**src/rtl/debounce_multi.sv**
```systemverilog
// -----------------------------------------------------------------------------
// debounce_multi
//   Multi-channel switch/button debouncer. Each channel brings its raw input
//   into the i_Clk domain through a two-flop synchroniser. It then accepts a new
//   level only after the synchronised value has disagreed with the current
//   debounced level for THRESHOLD uninterrupted clock edges. If the two agree
//   on any edge, the count accumulated so far is discarded.
//
// Parameters
//   NUM_CH      number of independent channels (>= 1)
//   THRESHOLD   consecutive mismatching edges needed to accept a level (>= 1)
//   CNT_W       per-channel counter width, 2**CNT_W > THRESHOLD
//   INIT_LEVEL  level loaded into synchronisers and debounced state at reset
//
// Ports
//   i_Clk         sole clock, rising edge
//   i_Rst_L       asynchronous active-low reset (deassert synchronously)
//   i_Signal      raw asynchronous inputs, one bit per channel
//   o_Debounced   accepted stable level per channel
//   o_Rise        one-cycle pulse when o_Debounced goes 0->1
//   o_Fall        one-cycle pulse when o_Debounced goes 1->0
//   o_Any_Change  high in any cycle where some o_Rise/o_Fall bit is high
//   o_Busy        high while the channel's counter is non-zero
// -----------------------------------------------------------------------------
module debounce_multi #(
   parameter int NUM_CH     = 4,
   parameter int THRESHOLD  = 100000,
   parameter int CNT_W      = 17,
   parameter bit INIT_LEVEL = 1'b0
) (
   input  logic              i_Clk,
   input  logic              i_Rst_L,
   input  logic [NUM_CH-1:0] i_Signal,
   output logic [NUM_CH-1:0] o_Debounced,
   output logic [NUM_CH-1:0] o_Rise,
   output logic [NUM_CH-1:0] o_Fall,
   output logic              o_Any_Change,
   output logic [NUM_CH-1:0] o_Busy
);

   // Reject parameter combinations that cannot work, at elaboration time.
   if (NUM_CH < 1) begin : g_bad_num_ch
      $error("debounce_multi: NUM_CH must be >= 1");
   end
   if (THRESHOLD < 1) begin : g_bad_threshold
      $error("debounce_multi: THRESHOLD must be >= 1");
   end
   if (CNT_W < 1 || (CNT_W < 63 && (64'd1 << CNT_W) <= 64'(THRESHOLD))) begin : g_bad_cnt_w
      $error("debounce_multi: 2**CNT_W must exceed THRESHOLD");
   end

   // Count value at which the next mismatching edge completes acceptance.
   // The counter never goes past it, so it cannot wrap.
   localparam logic [CNT_W-1:0] LAST_CNT = CNT_W'(THRESHOLD - 1);

   // One bit per channel: this edge loads a new debounced level.
   logic [NUM_CH-1:0] accept;

   for (genvar c = 0; c < NUM_CH; c++) begin : g_ch
      logic             sync_a;
      logic             sync_b;
      logic             deb;
      logic             rise;
      logic             fall;
      logic             busy;
      logic [CNT_W-1:0] cnt;
      logic             mismatch;

      assign mismatch  = (sync_b != deb);
      assign accept[c] = mismatch && (cnt == LAST_CNT);

      // NOTE: every register in this block, counter included, takes a defined
      // reset value, so a reset in the middle of a count discards that count.
      always_ff @(posedge i_Clk or negedge i_Rst_L) begin
         if (!i_Rst_L) begin
            sync_a <= INIT_LEVEL;
            sync_b <= INIT_LEVEL;
            deb    <= INIT_LEVEL;
            cnt    <= '0;
            rise   <= 1'b0;
            fall   <= 1'b0;
            busy   <= 1'b0;
         end else begin
            // NOTE: non-blocking assignments make sync_b take the old sync_a,
            // which keeps the two synchroniser stages distinct.
            sync_a <= i_Signal[c];
            sync_b <= sync_a;

            // The pulses register on the same edge as the level change, so
            // they are high exactly in the cycle the new level first shows.
            rise <= accept[c] & sync_b;
            fall <= accept[c] & ~sync_b;

            if (accept[c]) begin
               deb <= sync_b;
            end

            // Agreement or acceptance both restart the count. busy tracks the
            // counter's new value, so it is 0 whenever the counter is 0.
            if (!mismatch || accept[c]) begin
               cnt  <= '0;
               busy <= 1'b0;
            end else begin
               cnt  <= cnt + CNT_W'(1);
               busy <= 1'b1;
            end
         end
      end

      assign o_Debounced[c] = deb;
      assign o_Rise[c]      = rise;
      assign o_Fall[c]      = fall;
      assign o_Busy[c]      = busy;
   end

   // accept is exactly the next-cycle value of (o_Rise | o_Fall). Its OR
   // therefore registers in step with the pulses.
   always_ff @(posedge i_Clk or negedge i_Rst_L) begin
      if (!i_Rst_L) begin
         o_Any_Change <= 1'b0;
      end else begin
         o_Any_Change <= |accept;
      end
   end

endmodule

```
**config.mk**
```make
export PLATFORM = sky130hd
export DESIGN_NAME = debounce_multi
export DESIGN_NICKNAME = d
export VERILOG_FILES = /design/src/rtl/debounce_multi.sv
export SDC_FILE = /design/constraint.sdc
export NUM_CORES = 1
export LEC_CHECK = 0
export BUFFER_PORTS_ARGS = -buffer_cell sky130_fd_sc_hd__buf_2
export CAP_MARGIN = 0
export CORE_MARGIN = 2
export CORE_UTILIZATION = 50
export DETAILED_ROUTE_END_ITERATION = 10
export PLACE_DENSITY = 0.7
export SYNTH_ARGS = -nofsm -noshare
export SYNTH_HDL_FRONTEND = slang
export SYNTH_SLANG_ARGS = --single-unit
```
**constraint.sdc**
```tcl
create_clock -name i_Clk -period 2 [get_ports i_Clk]
set_clock_uncertainty 0.15 [all_clocks]
set_input_delay 0.4 -clock i_Clk [delete_from_list [all_inputs] [get_ports i_Clk]]
set_output_delay 0.4 -clock i_Clk [all_outputs]
set_load 0.01 [all_outputs]
```
==> flow_metrics.tcl, run 1 <==
set metrics [dict create \
    dp_hpwl_um 5400 \
    drive_gt1_share_pct 20.2 \
    dr_total_vias 3019 \
    top_level_ports 23 \
    dieArea_mm2 0.00941 \
    worst_pin_slew_ns 1.03 \
    via_per_inst 5.30 \
    synth_area_leaders "dfrtp_1 54%, xnor2_1 9.1%, nor2_1 5.8%" \
    grt_pass1_vias 3039 \
    powerDensity_mw_per_mm2 680 \
    setup_viol 18 \
    clk_latency_ns 0.36 \
    worst_path_max_delay_cell "or4_4" \
    synth_cell_type_count 40 \
    synth_seq_cells 93 \
    seq_area_frac_synth_pct 53.8 \
    finalCritPeriodShare_pct 102 \
    post_drt_wl_per_cell_um 14.1 \
    cts_tree "done" \
    syn-instance-count 416 \
    async_reset_ff_share_pct 100 \
    die_w_um 97.0 \
    num_antenna_cells 0 \
    arrival_ns 2.13 \
    worstSetupStartpointType "flop" \
    cts-buffers-inserted 9 \
    ctsHtreeMaxLevel 3 \
    area.growth.synth_to_final_pct 15.4 \
    rr_worst_depth 4 \
    ant_nets 0 \
    drt-initial-drc-count 82 \
    timing.fmax_ghz 0.492 \
    final_area_mm2 0.00499 \
    yosysWarnings 0 \
    crit_buf_inv 0 \
    hp-class "reg2reg" \
    synth_area_mm2 0.00433 \
    die_h_um 97.0 \
    crit_path_max_fanout 8 \
    layout_setup_ws_ns -0.0345 \
    hold_end "g_ch[1].sync_b" \
    yosys.area.top_type "dfrtp_1" \
    timing.rr.start "g_ch[2].cnt[13]" \
    tns_ns -0.403 \
    synth_top_area_share_pct 53.8 \
    cts.path.max_buffers 2 \
    worstHoldStart "g_ch[1].sync_a" \
    hold_path_depth 0 \
    yosysMostFrequentCell "dfrtp_1" \
    end_kind "flop" \
    initial_core_util_pct 52.1 \
    fp.coreArea_mm2 0.00830 \
    finalHoldViolCount 0 \
    grt_pass1_wl_um 14100 \
    clock_sinks 93 \
    crit_family "simple AND/OR/NAND/NOR gates" \
    grt_antenna_before_repair 0 \
    placed_area_mm2 0.00464 \
    r2r-end "g_ch[2].cnt[16]" \
    r2r_slack_ns -0.03 \
    drv_cap 0 \
    slew_violations 0 \
    cts_root_buf "clkbuf_8" \
    dr.pass1.iters 4 \
    grt_start_max_net_pins 52 \
    layout_min_cycle_time_ns 2.03 \
    fillCellCount 680 \
    cp.required_ns 2.09 \
    final_nets 470 \
    p_leak_nw 2.10 \
    synthTopCellsByCount "93 x dfrtp_1, 67 x nor2_1, 45 x xnor2_1" \
    critical_path.cell_chain "or4b_4 -> or4_4 -> nand2_8 -> a21oi_1" \
    violations "setup timing" \
    synth_nets 426 \
    wl_um 8060 \
    row_count 33 \
    critical_path_class "reg2reg" \
    critPathMaxStageDelay_ns 0.64 \
    synth_ff_type "dfrtp_1" \
    status "finished with violations" \
    place.gp.congestion 0.786 \
    clk_pin_slew_ns 0.09 \
    track_usage_pct 18.3 \
    peakVddDrop_v 0.000379 \
    rsz0062_at_grt "yes" \
    relSlewSlack_pct 30.9 \
    grt_overflow_total 0 \
    path_depth 4 \
    synth-edff-count 0 \
    synth.avg_cell_area_um2 10.4 \
    drc 0 \
    io_buffers 22 \
]
==> cells in the final DEF, fill, tap and decap left out, types with 4 or more instances in the layout <==
| cell | n |
|---|---|
| buf_4 | 30 |
| nor3_1 | 11 |
| or2_2 | 4 |
| xnor2_1 | 45 |
| clkbuf_8 | 11 |
| nand3_1 | 23 |
| nor3b_1 | 7 |
| buf_2 | 21 |
| a21oi_1 | 4 |
| o21ai_0 | 4 |
| nor4_1 | 18 |
| inv_1 | 15 |
| dfrtp_1 | 92 |
| nand4_1 | 19 |
| dlygate4sd3_1 | 5 |
| xor2_1 | 12 |
| nor2_1 | 64 |
| or3_1 | 5 |
| nand2_1 | 18 |
| ha_1 | 4 |
==> worst reg2reg max path, cell delays in order (launching register included) <==
cell and delay (ns):
dfrtp_1 0.41, or4b_4 0.52, or4_4 0.64, nand2_8 0.15
a21oi_1 0.06
==> final cells by class <==
type | instances | area (um^2) | share of cell area, %
clock buffers | 12 | 155 | 3.11
clock inverters | 4 | 55.1 | 1.10
inverters | 16 | 60.1 | 1.20
multi-input cells | 282 | 1840 | 36.9
flip-flops and latches | 93 | 2330 | 46.6
well taps | 105 | 131 | 2.63
repair buffers | 58 | 420 | 8.42
==> worst max path at each step <==
stage	from	end	slack, ns
2_1_floorplan	g_ch[1].cnt[8]	g_ch[1].cnt[15]	-0.08
3_3_place_gp	g_ch[1].cnt[5]	g_ch[1].cnt[7]	-0.07
3_5_place_dp	g_ch[1].cnt[5]	g_ch[1].cnt[11]	-0.11
4_1_cts	g_ch[2].cnt[6]	g_ch[2].cnt[15]	-0.007
5_1_grt	g_ch[1].cnt[5]	g_ch[1].fall	-0.07
6_report	g_ch[2].cnt[13]	g_ch[2].cnt[16]	-0.03
==> timing repair <==
action,CTS,global route
hold endpoints to repair,16,0
endpoints found under the setup margin,38,55
hold buffers,5,0
gates cloned,0,1
setup buffers,0,1
resized for setup,3,13
pin swaps,1,5
==> cells by family after synthesis <==
family,synth area share [%]
mux,0.521
fa+ha+maj,1.16
simple gates,25.2
xor+xnor,11.5
compound gates,2.23
buf+inv,5.55
flops,53.8
==> power by group <==
group          switching [mW]  internal (mW)
Combinational          0.0914         0.0577
Clock                   0.654          0.654
Sequential             0.0293           1.91
Total                   0.775           2.62
==> state kept, by name (all words and copies together), names as in the netlist <==
name	cells
o_Any_Change	1
g_ch.busy	4
g_ch.deb	4
g_ch.cnt	68
g_ch.rise	4
g_ch.sync_a	4
g_ch.fall	4
g_ch.sync_b	4
==> through the flow <==
stage	hold slack [ns]	util (%)	cells	setup WS [ns]	total power, mW
2_1_floorplan	-0.0456	-	416	-0.0799	2.04
3_5_place_dp	0.109	56.0	547	-0.107	2.11
6_report	0.209	60.2	570	-0.0345	3.40
3_3_place_gp	0.110	56.0	547	-0.0664	2.11
4_1_cts	0.208	59.3	568	-0.00727	3.44
5_1_grt	0.217	60.2	570	-0.0717	3.55
==> metal layers <==
| metal | track usage [%] | part of all wire, % |
|---|---|---|
| met3 | 5.85 | 3.5 |
| met4 | 5.63 | 1.1 |
| met2 | 28.7 | 47 |
| met1 | 24.3 | 49 |
| met5 | 0 | 0 |
No activity file was read; power rests on OpenSTA's default activity.
==> run 2, diff against run 1 <==
Settings changed: PLACE_DENSITY 0.7 to 0.67, SKIP_LAST_GASP set to 1.
Clock period 2 ns to 2.25 ns, I/O delays scaled along.
==> run 2 against run 1 <==
The run now ends clean. Clock power fell by 11%. Register-to-register slack improved by 0.18 ns. Worst hold slack got worse by 0.16 ns. Total power fell by 11%. Routed wire length fell by 3.3%. Sequential power fell by 11%. Critical path type unchanged.
==> flow_metrics.tcl, run 2 (synthesis results as in run 1) <==
set metrics [dict create \
    status "finished, final reports clean" \
    crit_path_max_fanout 16 \
    largest_register "g_ch.cnt" \
    clk_latency_ns 0.35 \
    layout_common_cells "93 x dfrtp_1, 67 x nor2_1, 45 x xnor2_1" \
    timing.rr.start "g_ch[2].cnt[12]" \
    hold_end "g_ch[0].sync_a" \
    p_leak_nw 1.98 \
    cp.required_ns 2.33 \
    rr_worst_depth 4 \
    clk_pin_slew_ns 0.09 \
    dieArea_mm2 0.00941 \
    grt_pass1_vias 2900 \
    powerDensity_mw_per_mm2 636 \
    dr_total_vias 2962 \
    placed_area_mm2 0.00450 \
    initial_core_util_pct 52.1 \
    dr.pass1.iters 4 \
    slew_violations 0 \
    r2r-end "g_ch[2].cnt[8]" \
    r2r_slack_ns 0.14 \
    hp-class "in2reg" \
    drt-initial-drc-count 101 \
    multiInputGateArea_mm2 0.00177 \
    tns_ns 0 \
    grt_antenna_before_repair 0 \
    finalCritPeriodShare_pct 93.6 \
    area.growth.synth_to_final_pct 9.31 \
    critical_path_class "reg2reg" \
    setup_viol 0 \
    num_antenna_cells 0 \
    drv_cap 0 \
    end_kind "flop" \
    final-seq-area_mm2 0.00233 \
    timing.hold.ws_ns 0.0451 \
    final_area_mm2 0.00473 \
    grt_pass1_wl_um 13600 \
    arrival_ns 2.19 \
    cts_tree "done" \
    fp.coreArea_mm2 0.00830 \
    drive_gt1_share_pct 14.0 \
    grt_start_max_net_pins 47 \
    row_count 33 \
    place.gp.congestion 0.881 \
    rsz0062_at_grt "no" \
    fillCellCount 695 \
    timing.fmax_ghz 0.475 \
    relSlewSlack_pct 65.6 \
    track_usage_pct 17.5 \
    wl_um 7790 \
    largest_reg_flops 68 \
    io_buffers 22 \
    die_h_um 97.0 \
    post_drt_wl_per_cell_um 14.2 \
    worstHoldStart "i_Signal[0]" \
    top_level_ports 23 \
    finalHoldViolCount 0 \
    cts.path.max_buffers 2 \
    dp_hpwl_um 5310 \
    via_per_inst 5.41 \
    final_nets 447 \
    die_w_um 97.0 \
    clock_sinks 93 \
    worst_pin_slew_ns 0.515 \
    layout_min_cycle_time_ns 2.11 \
    grt_overflow_total 0 \
    ctsHtreeMaxLevel 3 \
    cts-buffers-inserted 9 \
    ant_nets 0 \
    worstSetupStartpointType "flop" \
    layout_commonest_cell "dfrtp_1" \
    hold_path_depth 1 \
    peakVddDrop_v 0.000372 \
    cts_root_buf "clkbuf_8" \
    drc 0 \
]
## run 2: timing repair
item / 4_1_cts / 5_1_grt
setup buffers: 0 / 0
hold buffers: 1 / 0
gates resized for setup: 0 / 2
endpoints found under the hold margin: 24 / 0
endpoints found under the setup margin: 0 / 11
## run 2: cell type report
| type | instances | area share [%] |
|---|---|---|
| multi-input combinational | 281 | 37.4 |
| timing repair buffer | 36 | 4.92 |
| tap | 105 | 2.78 |
| sequential | 93 | 49.2 |
| clock buffer | 12 | 3.28 |
| inverter | 16 | 1.27 |
| clock inverter | 4 | 1.16 |
## run 2: worst max-delay path, cell delays in order, from the launching register on
cell	delay (ns)
dfrtp_1	0.42
or4b_1	0.58
or4_4	0.55
nand2_4	0.20
nor2_1	0.09
## run 2: layer usage
layer  track usage (%)  vias up  share of wire, %
met1              24.8     1442                50
met2              25.9       52                45
li1                  -     1460                 -
met5                 0        -                 0
met3              5.49        8               4.0
met4              5.09        0               1.1
## run 2: stage by stage
stage	cells	total power, mW	utilization (%)	worst slack, ns
2_1_floorplan	416	1.81	-	0.123
3_3_place_gp	530	1.87	54.2	0.115
3_5_place_dp	530	1.87	54.2	0.0609
4_1_cts	547	3.05	56.9	0.0319
5_1_grt	547	3.14	57.0	0.0741
6_report	547	3.01	57.0	0.144
## run 2: worst max-delay path by stage
stage          cells after the start              end            start  slack, ns
2_1_floorplan                      6  g_ch[1].cnt[15]  g_ch[1].cnt[11]       0.12
3_3_place_gp                       4   g_ch[1].cnt[9]  g_ch[1].cnt[13]       0.12
3_5_place_dp                       4   g_ch[2].cnt[8]   g_ch[2].cnt[6]       0.06
4_1_cts                            4   g_ch[2].cnt[8]  g_ch[2].cnt[12]       0.03
5_1_grt                            4   g_ch[2].cnt[8]   g_ch[2].cnt[6]       0.07
6_report                           4   g_ch[2].cnt[8]  g_ch[2].cnt[12]       0.14
## run 2: where the power goes
| part | internal [mW] | switching [mW] | leakage (nW) |
|---|---|---|---|
| registers | 1.70 | 0.0261 | 1.26 |
| clock network | 0.582 | 0.592 | 0.103 |
| logic | 0.0359 | 0.0735 | 0.617 |
